## src/rtl/cache_pkg.sv

```systemverilog
// Shared definitions for the cache/memory arbitration slice.
//   state_e    : arbiter FSM states (IDLE, ISSUE, WAIT, DONE), 2 bits
//   PORT_I/D   : requester indices (instruction cache = 0, data cache = 1)
//   MRW_READ/
//   MRW_WRITE  : encoding of the MRW request bit
package cache_pkg;

  typedef enum logic [1:0] {
    IDLE  = 2'd0,
    ISSUE = 2'd1,
    WAIT  = 2'd2,
    DONE  = 2'd3
  } state_e;

  localparam logic PORT_I    = 1'b0;
  localparam logic PORT_D    = 1'b1;

  localparam logic MRW_READ  = 1'b1;
  localparam logic MRW_WRITE = 1'b0;

endpackage

```

## src/rtl/mem_lat_counter.sv

```systemverilog
// Loadable down-counter that times out the fixed memory latency.
//   clk    : clock, posedge
//   reset  : synchronous active-low reset (count -> 0)
//   LdCtr  : load LdVal this cycle (takes priority over counting)
//   LdVal  : load value
//   CtrSig : high while the count equals 1 (last wait cycle)
// The count decrements every cycle it is non-zero and holds at 0, so it never wraps.
module mem_lat_counter #(
  parameter int unsigned CW = 3
) (
  input  logic          clk,
  input  logic          reset,
  input  logic          LdCtr,
  input  logic [CW-1:0] LdVal,
  output logic          CtrSig
);

  logic [CW-1:0] cnt_q, cnt_d;

  always_comb begin
    cnt_d = cnt_q;
    if (LdCtr) begin
      cnt_d = LdVal;
    end else if (cnt_q != '0) begin
      cnt_d = cnt_q - 1'b1;
    end
  end

  always_ff @(posedge clk) begin
    if (!reset) begin
      cnt_q <= '0;
    end else begin
      cnt_q <= cnt_d;
    end
  end

  assign CtrSig = (cnt_q == CW'(1));

endmodule

```

## src/rtl/mem_arbiter.sv

```systemverilog
// Two-port arbiter in front of a fixed-latency main memory.
// Port 0 is the instruction-cache controller, port 1 the data-cache controller.
// Ports:
//   clk, reset            : clock (posedge) and synchronous active-low reset
//   MStrobe0/1            : request, held until the port's Rdy
//   MRW0/1                : 1 = read, 0 = write
//   MAddr0/1, MWData0/1   : request address / write data
//   Rdy0/1                : one-cycle completion pulse to the granted port
//   RData                 : read data, valid while Rdy0 or Rdy1 is high
//   MemStrobe             : one-cycle memory start pulse
//   MemRW/MemAddr/MemWData: latched request of the winner
//   MemRData              : memory read data, valid in the last WAIT cycle
//   Busy                  : high whenever the FSM is not IDLE
//   Gnt                   : current or last granted port
// Build option: define ARB_FIXED_PRIO_EN to make port 1 win every tie
// (otherwise ties are resolved round-robin).
module mem_arbiter
  import cache_pkg::*;
#(
  parameter int unsigned AW      = 16,
  parameter int unsigned DW      = 32,
  parameter int unsigned LATENCY = 4
) (
  input  logic          clk,
  input  logic          reset,
  input  logic          MStrobe0,
  input  logic          MStrobe1,
  input  logic          MRW0,
  input  logic          MRW1,
  input  logic [AW-1:0] MAddr0,
  input  logic [AW-1:0] MAddr1,
  input  logic [DW-1:0] MWData0,
  input  logic [DW-1:0] MWData1,
  output logic          Rdy0,
  output logic          Rdy1,
  output logic [DW-1:0] RData,
  output logic          MemStrobe,
  output logic          MemRW,
  output logic [AW-1:0] MemAddr,
  output logic [DW-1:0] MemWData,
  input  logic [DW-1:0] MemRData,
  output logic          Busy,
  output logic          Gnt
);

  localparam int unsigned CtrW = $clog2(LATENCY + 1);
  localparam logic [CtrW-1:0] LatVal = CtrW'(LATENCY);

  state_e        state_q, state_d;
  logic          gnt_q;
  logic          mem_rw_q;
  logic [AW-1:0] mem_addr_q;
  logic [DW-1:0] mem_wdata_q;
  logic [DW-1:0] rdata_q;

  logic          req_any;
  logic          winner;
  logic          grant;
  logic          ld_ctr;
  logic          ctr_sig;

  assign req_any = MStrobe0 | MStrobe1;
  // Grant is taken on the edge leaving IDLE.
  assign grant   = (state_q == IDLE) && req_any;

`ifdef ARB_FIXED_PRIO_EN
  // Data cache wins every tie; no history is kept.
  always_comb begin
    winner = PORT_I;
    if (MStrobe1) begin
      winner = PORT_D;
    end
  end
`else
  logic last_gnt_q;

  // Round-robin: on a tie the port that did not win last time is served.
  always_comb begin
    winner = PORT_I;
    if (MStrobe0 && MStrobe1) begin
      winner = ~last_gnt_q;
    end else if (MStrobe1) begin
      winner = PORT_D;
    end
  end

  // Reset to port 1 so that port 0 wins the first tie.
  always_ff @(posedge clk) begin
    if (!reset) begin
      last_gnt_q <= PORT_D;
    end else if (grant) begin
      last_gnt_q <= winner;
    end
  end
`endif

  // Next-state logic.
  always_comb begin
    state_d = state_q;
    ld_ctr  = 1'b0;
    unique case (state_q)
      IDLE: begin
        if (req_any) begin
          state_d = ISSUE;
        end
      end
      ISSUE: begin
        ld_ctr  = 1'b1;
        state_d = WAIT;
      end
      WAIT: begin
        if (ctr_sig) begin
          state_d = DONE;
        end
      end
      DONE: begin
        state_d = IDLE;
      end
      default: begin
        state_d = IDLE;
      end
    endcase
  end

  always_ff @(posedge clk) begin
    if (!reset) begin
      state_q <= IDLE;
    end else begin
      state_q <= state_d;
    end
  end

  // Request latch: the winner's request governs the whole transaction.
  always_ff @(posedge clk) begin
    if (!reset) begin
      gnt_q       <= PORT_I;
      mem_rw_q    <= MRW_WRITE;
      mem_addr_q  <= '0;
      mem_wdata_q <= '0;
    end else if (grant) begin
      gnt_q       <= winner;
      mem_rw_q    <= (winner == PORT_D) ? MRW1    : MRW0;
      mem_addr_q  <= (winner == PORT_D) ? MAddr1  : MAddr0;
      mem_wdata_q <= (winner == PORT_D) ? MWData1 : MWData0;
    end
  end

  // Read data is captured in the last WAIT cycle; writes leave it untouched.
  always_ff @(posedge clk) begin
    if (!reset) begin
      rdata_q <= '0;
    end else if ((state_q == WAIT) && ctr_sig && (mem_rw_q == MRW_READ)) begin
      rdata_q <= MemRData;
    end
  end

  mem_lat_counter #(
    .CW (CtrW)
  ) u_mem_lat_counter (
    .clk    (clk),
    .reset  (reset),
    .LdCtr  (ld_ctr),
    .LdVal  (LatVal),
    .CtrSig (ctr_sig)
  );

  // Outputs decoded from registered state, so all are 0 out of reset.
  always_comb begin
    MemStrobe = (state_q == ISSUE);
    Busy      = (state_q != IDLE);
    Rdy0      = (state_q == DONE) && (gnt_q == PORT_I);
    Rdy1      = (state_q == DONE) && (gnt_q == PORT_D);
  end

  assign Gnt      = gnt_q;
  assign MemRW    = mem_rw_q;
  assign MemAddr  = mem_addr_q;
  assign MemWData = mem_wdata_q;
  assign RData    = rdata_q;

endmodule

```

## config.mk

```make
export PLATFORM = sky130hd
export DESIGN_NAME = mem_arbiter
export DESIGN_NICKNAME = d
export VERILOG_FILES = /design/src/rtl/cache_pkg.sv /design/src/rtl/mem_lat_counter.sv /design/src/rtl/mem_arbiter.sv
export SDC_FILE = /design/constraint.sdc
export NUM_CORES = 1
export LEC_CHECK = 0
export ABC_AREA = 1
export CAP_MARGIN = 20
export CORE_AREA = 4 4 112 114
export CTS_CLUSTER_SIZE = 25
export DETAILED_ROUTE_END_ITERATION = 12
export DIE_AREA = 0 0 116 118
export HOLD_SLACK_MARGIN = 0.12
export PLACE_DENSITY = 0.76
export REMOVE_ABC_BUFFERS = 1
export SLEW_MARGIN = 20
export SYNTH_ARGS = -nofsm -noshare
export SYNTH_HDL_FRONTEND = slang
export SYNTH_SLANG_ARGS = --single-unit
```

## constraint.sdc

```tcl
create_clock -name clk -period 1.3 [get_ports clk]
set_input_delay 0.13 -clock clk [delete_from_list [all_inputs] [get_ports clk]]
set_output_delay 0.13 -clock clk [all_outputs]
set_load 0.02 [all_outputs]
```

Word level (Yosys, flattened, before mapping)
Cells that the tools add are included.
- bits in registers: 88
- latch bits: 0
- RAM bits: 0
- memory bits (read-only): 0
- bits of input ports: 134
- output and inout port bits: 86
- memories kept: 0
- $add $sub $neg: 1
- $mul: 0
- div/mod/pow operators: 0
- $lt $le $gt $ge: 0
- eq/ne operators: 6
- shift operators: 0
- mux-type cells: 11
- bitwise gates (word level): 4
- reductions and logical operators: 12
- operator list (kind ; count):
    $mux W32 ; 1
    $mux W16 ; 1
    $pmux W2 S4 ; 1
    $logic_and A1 B1 Y1 ; 6
    $mux W3 ; 2
    $eq A2 B2 Y1 const B ; 2
    $mux W1 ; 4
    $mux W2 ; 2
    $ne A2 B2 Y1 const B ; 2
    $reduce_bool A2 Y1 ; 2
    $eq A3 B1 Y1 const B ; 1
    $not A1 Y1 ; 3
    $reduce_bool A3 Y1 ; 1
    $sub A3 B1 Y3 const B ; 1
    $eq A2 B1 Y1 const B ; 1
    $logic_not A2 Y1 ; 1
    $reduce_and A2 Y1 ; 1
    $reduce_or A2 Y1 ; 1
    $or A1 B1 Y1 ; 1

Logic depth before layout (Yosys ltp)
Gate-level depths: netlist of the first run.
- depth in word-level cells: 3
- depth in mapped cells: 9

Hierarchy
Synthesis of the first run repeated with hierarchy kept, for this count alone.
- cells, all modules: 630
- area total of the unflattened synthesis: 4073.9 sq um
- by module, submodules not included (module ; instances ; cells an instance ; area an instance (sq um) ; seq. area each (sq um)):
    mem_arbiter ; 1 ; 594 ; 3854.9 ; 1701.6
    mem_lat_counter ; 1 ; 36 ; 219.0 ; 60.1

Worst setup path after synthesis of the first run
OpenSTA, ideal clock, no wires.
- path type: reg2reg
- start: reg state_q[0]
- end: reg mem_addr_q[4], in the netlist MemAddr[4]
- library setup time: 0.117 ns
- data arrival time: 1.303 ns
- required time: 1.183 ns
- path slack: -0.120 ns
- cell stages (with the launch flop): 10
- cell sequence: dfxtp_1 > inv_1 > ha_1 > inv_2 > nor2_4 > buf_6 > buf_6 > nand2_1 > nor2_1 > nor2_1
- longest elaborated chain between the ends: 2
- ends and longest elaborated chain (element ; RTL line ; source):
    from (decl) ; mem_arbiter.sv:49 ; state_e state_q, state_d;
    from (signal assigned) ; mem_arbiter.sv:129 ; state_q <= state_d;
    $logic_not A2 Y1 ; mem_arbiter.sv:64 ; assign grant = (state_q == IDLE) && req_any;
    $logic_and A1 B1 Y1 ; mem_arbiter.sv:64 ;
    to (signal assigned) ; mem_arbiter.sv:143 ; mem_addr_q <= (winner == PORT_D) ? MAddr1 : MAddr0;
    to (decl) ; mem_arbiter.sv:52 ; logic [AW-1:0] mem_addr_q;
Every way passes these cells.
A chain may end at the register's enable or synchronous reset.

Worst setup path in the final report of the first run
- start: reg state_q[0]
- end: reg mem_wdata_q[14], in the netlist MemWData[14]
- longest elaborated chain between the ends: 2
- ends and longest elaborated chain (element ; RTL line ; source):
    $logic_not A2 Y1 ; mem_arbiter.sv:64 ;
    $logic_and A1 B1 Y1 ; mem_arbiter.sv:64 ;
    to (signal assigned) ; mem_arbiter.sv:144 ; mem_wdata_q <= (winner == PORT_D) ? MWData1 : MWData0;
    to (decl) ; mem_arbiter.sv:53 ; logic [DW-1:0] mem_wdata_q;
Every way passes these cells.

==> results of run 1 <==
[worst max-delay path, stage by stage, from the launching register on]
cell     delay (ps)
dfxtp_2         340
inv_4            80
ha_4            150
inv_4            40
nor2_4          160
buf_12          180
buf_16          150
nand2_2          60
nor2_2          110
nor2_1           50
[final timing paths]
kind,from,slack (ps),to
max,state_q[0],-150,MemWData[14]
min,reset,240,last_gnt_q
min reg2reg,last_gnt_q,470,last_gnt_q
max reg2reg,state_q[0],-150,MemWData[14]
[report_power, final]
group | leakage [nW] | internal [mW] | total, mW | switching (mW)
sequential | 0.724 | 3.39 | 3.74 | 0.351
combinational | 2.82 | 3.03 | 6.40 | 3.38
clock | 0.162 | 1.88 | 2.99 | 1.11
[metal layers]
metal  vias up  part of all wire  global-route usage
li1       2347                 -                   -
met5         -                 0                   0
met1      1999              0.37               0.196
met2       194              0.48               0.301
met4         0             0.018              0.0558
met3        22              0.13              0.0961
[timing repair]
item                                   4_1_cts  5_1_grt
gates cloned                                 3        7
endpoints found under the hold margin        0        0
setup buffers                                4        3
setup endpoints to repair                  169       87
gates resized for setup                    148      145
pin swaps                                    3       36
[logic make-up after synthesis]
group | synth area share
AND/OR/NAND/NOR | 0.318
flip-flops | 0.441
adder cells (fa/ha/maj) | 0.0219
buffers and inverters | 0.104
AO/OA/AOI/OAI | 0.115
[cells in the final DEF, fill, tap and decap left out]
| master | Yosys | layout |
|---|---|---|
| buf_12 | 0 | 8 |
| inv_8 | 0 | 1 |
| nor2_2 | 0 | 17 |
| dfxtp_1 | 88 | 84 |
| buf_6 | 3 | 8 |
| buf_4 | 1 | 19 |
| clkinv_2 | 0 | 1 |
| bufinv_16 | 0 | 3 |
| ha_1 | 7 | 2 |
| dfxtp_4 | 0 | 1 |
| o21ai_0 | 83 | 49 |
| inv_2 | 1 | 2 |
| clkbuf_16 | 0 | 15 |
| ha_4 | 0 | 5 |
| o21ai_2 | 0 | 12 |
| nand2_1 | 111 | 95 |
| inv_1 | 62 | 56 |
| clkdlybuf4s50_1 | 0 | 132 |
| nor2_1 | 218 | 174 |
| buf_2 | 11 | 1 |
| clkinvlp_4 | 0 | 2 |
| o21bai_1 | 1 | 1 |
| o21ai_1 | 0 | 22 |
| nand2_2 | 1 | 7 |
| inv_6 | 0 | 1 |
| inv_4 | 0 | 4 |
| nand2_4 | 0 | 10 |
| buf_16 | 0 | 5 |
| a211oi_2 | 0 | 1 |
| nor2_4 | 1 | 28 |
| nand3_1 | 3 | 3 |
| dlygate4sd2_1 | 0 | 82 |
| dfxtp_2 | 0 | 3 |
| a21oi_1 | 6 | 6 |
[registers in the layout (all words and copies together), names as in the netlist]
| register | count |
|---|---|
| state_q | 2 |
| RData | 32 |
| u_mem_lat_counter.cnt_q | 3 |
| Gnt | 1 |
| last_gnt_q | 1 |
| MemRW | 1 |
| MemWData | 32 |
| MemAddr | 16 |
[final cells by class]
type                            count  area (sq um)  share of cell area
Sequential cell                    88          1770               0.235
Clock inverter                      7           119              0.0158
Inverter                           63           254              0.0337
Clock buffer                        9           225              0.0299
Multi-Input combinational cell    432          2260               0.300
Timing Repair Buffer              261          2730               0.362
Tap cell                          143           179              0.0237
[synthesized netlist by cell type]
library cell / n / area [sq um]
clkbuf_2: 5 / 25.0
nor2_1: 218 / 818
a211oi_1: 1 / 7.51
nand2_2: 1 / 6.26
a21oi_1: 6 / 30.0
nand3_1: 3 / 15.0
buf_1: 3 / 11.3
clkbuf_1: 12 / 45.0
nor2_4: 1 / 11.3
o21ai_0: 83 / 415
o21bai_1: 1 / 7.51
buf_6: 3 / 33.8
ha_1: 7 / 87.6
inv_2: 1 / 3.75
inv_1: 62 / 233
nand2_1: 111 / 417
dfxtp_1: 88 / 1760
buf_2: 11 / 55.1
buf_4: 1 / 7.51
[metrics by stage]
step	utilization	instances	worst slack [ps]	hold slack (ps)	area, sq um
finish	0.660	1003	-148	241	7530
global route	0.660	1003	-231	245	7530
CTS	0.607	994	-96.3	225	6930
detailed placement	0.565	971	-256	448	6450
global placement	0.565	971	-217	442	6450
floorplan	-	583	-732	215	3810
==> impl_metrics.env, run 1 <==
export IMPL_die_area_sq_um=13700
export IMPL_endpoint_kind="flip-flop"
export IMPL_cts_buffers=9
export IMPL_antenna_cells=0
export IMPL_clk_latency_ps=330
export IMPL_viasPerCell=4.55
export IMPL_synthToLayoutAreaGrowth_pct=88.8
export IMPL_skew_ps=7.20
export IMPL_cp_start_kind="flip-flop"
export IMPL_max_cap_violations=0
export IMPL_initial_core_util=0.350
export IMPL_drt_iter0_markers=207
export IMPL_dieWidth_um=116
export IMPL_io_pins=220
export IMPL_core_sq_um=11400
export IMPL_portBuffers=219
export IMPL_p_total_mw=13.1
export IMPL_fin_ws_ps=-148
export IMPL_yosysWarnings=0
export IMPL_synth_avg_cell_area_sq_um=6.46
export IMPL_path_class="reg -> reg"
export IMPL_finalSetupTns_ps=-6680
export IMPL_fmax_ghz=0.691
export IMPL_route_detailed_drc=0
export IMPL_grt_pass1_vias=4035
export IMPL_tritoncts="done"
export IMPL_setup_violations=84
export IMPL_ys_seq_area_frac=0.441
export IMPL_dieHeight_um=118
export IMPL_wl_um=14000
export IMPL_htree_num_levels=3
export IMPL_nNetsFinal=996
export IMPL_cts_root_buf="clkbuf_16"
export IMPL_hpwl_um=9190
export IMPL_crit_required_ps=1530
export IMPL_syn_area_sq_um=3990
export IMPL_grt_max_degree=45
export IMPL_clockBufferDepth=2
export IMPL_fin_crit_ps=1450
export IMPL_vias=4562
export IMPL_p_leak_nw=3.70
export IMPL_crit_fanout=8
export IMPL_r2r_cells=9
export IMPL_worstMarginPinSlew_ps=282
export IMPL_slew_violations=0
export IMPL_relSlewSlack=0.811
export IMPL_status="complete, but fails checks"
export IMPL_synth_seq_cells=88
export IMPL_violations="setup timing"
export IMPL_rsz0062_at_grt="yes"
export IMPL_drive_gt1_frac=0.179
export IMPL_postCtsHoldBufs=0
export IMPL_hold_depth=3
export IMPL_grt_use_total=0.181
export IMPL_finalHoldViolations=0
export IMPL_ir_drop_mv=0.925
export IMPL_grt_first_pass_wirelength_um=19900
export IMPL_antenna_left=0
export IMPL_fillCellCount=991
export IMPL_drt_pass1_iter_count=4
export IMPL_synth_cells=618
export IMPL_clk_pin_slew_ps=70
export IMPL_antenna_found_initial=0
export IMPL_place_gp_congestion=0.804
export IMPL_wl_per_cell_um=14.0
export IMPL_cp_arrival_ps=1680
export IMPL_fin_crit_sh=1.11
export IMPL_worstHoldPathType="in -> reg"
export IMPL_num_rows=39
export IMPL_clock_sinks=88
export IMPL_synth_cell_types=19
export IMPL_pwr_density_cell_nw_per_um2=1740
export IMPL_grt_overflow=0
No activity file was read; power rests on OpenSTA's default activity.
==> inputs of run 2 (changes only) <==
--- a/config.mk
+++ b/config.mk
@@ -5,14 +5,13 @@
 export SDC_FILE = /design/constraint.sdc
 export NUM_CORES = 1
 export LEC_CHECK = 0
-export ABC_AREA = 1
 export CAP_MARGIN = 20
-export CORE_AREA = 4 4 112 114
+export CORE_AREA = 4 4 110 112
 export CTS_CLUSTER_SIZE = 25
 export DETAILED_ROUTE_END_ITERATION = 12
-export DIE_AREA = 0 0 116 118
+export DIE_AREA = 0 0 114 116
 export HOLD_SLACK_MARGIN = 0.12
-export PLACE_DENSITY = 0.76
+export PLACE_DENSITY = 0.74
 export REMOVE_ABC_BUFFERS = 1
 export SLEW_MARGIN = 20
 export SYNTH_ARGS = -nofsm -noshare
==> run 2 against run 1 <==
Net effect: the run still ends with setup timing left; non-clock buffer count grew 5; register-to-register slack is essentially flat; global-route usage rose by 3.2 points; worst setup slack improved by 13 ps; final area decreased by 3.3%; sequential power grew 4%; hold slack gained 93 ps; die area decreased by 3.4%.
==> impl_metrics.env, run 2 <==
export IMPL_p_leak_nw=3.22
export IMPL_synth_cell_types=30
export IMPL_wl_um=15400
export IMPL_clkPwrFrac=0.185
export IMPL_antenna_found_initial=0
export IMPL_drt_pass1_iter_count=7
export IMPL_pwr_density_cell_nw_per_um2=1940
export IMPL_top_layer="met4"
export IMPL_synth_cells=460
export IMPL_grt_use_total=0.212
export IMPL_wl_met3_um=1630
export IMPL_hold_worst_slack_ps=334
export IMPL_post_dp_cell_area_sq_um=6100
export IMPL_cts_buffers=9
export IMPL_netlist_area_leader_share=0.493
export IMPL_fin_ws_ps=-135
export IMPL_tritoncts="done"
export IMPL_combPwrFrac=0.539
export IMPL_status="complete, but fails checks"
export IMPL_wl_met2_um=7690
export IMPL_cp_start_kind="flip-flop"
export IMPL_finalHoldViolations=0
export IMPL_synth_avg_cell_area_sq_um=7.77
export IMPL_yosys_top_cells_count="a21oi_1, nand2_1, dfxtp_1, o21ai_0, buf_2"
export IMPL_fin_crit_ps=1440
export IMPL_num_rows=39
export IMPL_design_area_sq_um=7290
export IMPL_io_pins=220
export IMPL_p_int_mw=8.60
export IMPL_synthToLayoutAreaGrowth_pct=104
export IMPL_grt_first_pass_wirelength_um=22200
export IMPL_viasPerCell=5.13
export IMPL_r2r_cells=7
export IMPL_pre_cts_ws_ps=-237
export IMPL_worstHoldPathType="in -> reg"
export IMPL_relSlewSlack=0.687
export IMPL_endpoint_kind="flip-flop"
export IMPL_clk_pin_slew_ps=70
export IMPL_portBuffers=219
export IMPL_cts_root_buf="clkbuf_16"
export IMPL_drt_iter0_markers=304
export IMPL_rrSetupSlack_ps=-140
export IMPL_antenna_cells=0
export IMPL_yosys_top_cells_area="dfxtp_1, a21oi_1, nand2_1"
export IMPL_crit_chain="inv_4 -> buf_6 -> ha_4 -> and4b_4 -> clkbuf_16 -> nand2_4 -> a21oi_2"
export IMPL_mostFrequentLayoutCells="clkdlybuf4s50_1, a21oi_1, nand2_1"
export IMPL_grt_pass1_vias=4437
export IMPL_place_gp_congestion=0.851
export IMPL_yosysWarnings=0
export IMPL_synth_most_common_cell="a21oi_1"
export IMPL_cp_arrival_ps=1710
export IMPL_vias=4343
export IMPL_path_class="reg -> reg"
export IMPL_worstMarginPinSlew_ps=469
export IMPL_dieWidth_um=114
export IMPL_dieHeight_um=116
export IMPL_crit_fanout=8
export IMPL_synth_main_ff_cell="dfxtp_1"
export IMPL_fin_crit_sh=1.10
export IMPL_wl_per_cell_um=18.2
export IMPL_reg2reg_from="state_q[0]"
export IMPL_p_switching_mw=5.54
export IMPL_rsz0062_at_grt="yes"
export IMPL_skew_ps=7.07
export IMPL_hold_depth=3
export IMPL_synth_top_area_cell="dfxtp_1"
export IMPL_crit_buf_inv=3
export IMPL_violations="setup timing"
export IMPL_hold_start="MWData0[0]"
export IMPL_critPathTopFamily="simple AND/OR/NAND/NOR gates"
export IMPL_syn_area_sq_um=3570
export IMPL_initial_core_util=0.319
export IMPL_slowest_delay_ps=340
export IMPL_met1_length_um=5840
export IMPL_synth_seq_cells=88
export IMPL_clock_sinks=88
export IMPL_slew_violations=0
export IMPL_die_area_sq_um=13200
export IMPL_layout_commonest_cell="clkdlybuf4s50_1"
export IMPL_min_to="MemWData[0]"
export IMPL_grt_max_degree=36
export IMPL_postCtsHoldBufs=0
export IMPL_crit_required_ps=1570
export IMPL_timing_rr_end="RData[25]"
export IMPL_fin_util=0.649
export IMPL_grt_overflow=0
export IMPL_setup_violations=85
export IMPL_nNetsFinal=840
export IMPL_p_total_mw=14.1
export IMPL_ir_drop_mv=1.16
export IMPL_ys_seq_area_frac=0.493
export IMPL_hpwl_um=9490
export IMPL_drive_gt1_frac=0.278
export IMPL_p_seq_frac=0.275
export IMPL_core_sq_um=11200
export IMPL_htree_num_levels=3
export IMPL_p_sw_frac=0.392
export IMPL_slowest_stage="dfxtp_2"
export IMPL_fmax_ghz=0.697
export IMPL_async_flop_share=0
export IMPL_synth_edff_count=0
export IMPL_route_detailed_drc=0
export IMPL_antenna_left=0
export IMPL_clk_latency_ps=340
export IMPL_fillCellCount=881
export IMPL_clockBufferDepth=2
export IMPL_max_cap_violations=0
-- run 2: changes by cell type in the layout (fill, tap and decap cells not counted), moves of 5 or more --
cell and delta:
nor2_1 -171, a21oi_1 +81, inv_1 -53, o21ai_0 -48, a21oi_2 +45, nor2_4 -28, nor2_2 -17, nand2_4 +16
o21ai_2 +14, nand2_1 -9, buf_12 +6, buf_6 +6, o21ai_4 +5
-- run 2: cells by family (layout without fill, tap and decap cells) --
kind of cell | after synthesis | in the layout | share of synthesized area
flip-flops | 88 | 88 | 0.493
multiplexers | 1 | 1 | 0.00280
buffers and inverters | 45 | 289 | 0.0606
AO/OA/AOI/OAI | 191 | 191 | 0.276
XOR/XNOR | 1 | 1 | 0.00245
adder cells (fa/ha/maj) | 7 | 7 | 0.0245
AND/OR/NAND/NOR | 127 | 127 | 0.141
-- run 2: worst max-delay path by stage --
stage | start | endpoint | slack, ps | cells past startpoint
floorplan | state_q[0] | Gnt | -1020 | 5
global placement | MStrobe1 | MemAddr[11] | -160 | 6
detailed placement | state_q[0] | MemAddr[0] | -240 | 7
CTS | state_q[0] | RData[29] | -170 | 8
global route | state_q[1] | MemWData[10] | -190 | 8
finish | state_q[0] | RData[25] | -140 | 7
-- run 2: final cells by class --
cell class / count / area, sq um / area share
multi-input cells: 327 / 2240 / 0.307
clock buffers: 10 / 229 / 0.0314
repair buffers: 266 / 2770 / 0.381
well taps: 143 / 179 / 0.0246
flip-flops and latches: 88 / 1770 / 0.243
clock inverters: 6 / 67.6 / 0.00927
inverters: 7 / 31.3 / 0.00429
-- run 2: power by group through the flow --
| stage | Combinational, mW | Clock, mW | Sequential [mW] |
|---|---|---|---|
| global placement | 5.49 | 0 | 3.78 |
| detailed placement | 5.63 | 0 | 3.81 |
| CTS | 7.03 | 2.68 | 3.83 |
| global route | 8.18 | 2.78 | 3.97 |
| finish | 7.63 | 2.62 | 3.90 |
| floorplan | 1.89 | 0 | 4.46 |
-- run 2: stage by stage --
stage                     setup TNS (ps)  instances
final                              -6860        847
after CTS                          -8490        842
after global placement            -10810        809
after global routing              -12690        847
after detailed placement          -14700        809
after floorplan                   -56830        422
-- run 2: tightest hold or removal path, delay by kind of cell --
kind | cells | cell delay (ps)
buffers and inverters | 1 | 400
and+or+nand+nor | 1 | 50
AOI/OAI and AO/OA | 1 | 50
-- run 2: routing by layer --
layer / GRT usage / vias up
met3: 0.0935 / 17
met2: 0.365 / 221
met4: 0.0736 / 0
met5: 0 / -
met1: 0.235 / 2063
li1: - / 2042
-- run 2: what timing repair did --
item,in CTS,in global routing
pin swaps,20,54
buffers inserted,10,7
cloned,8,5
setup endpoints to repair,171,90
gates resized for setup,238,96
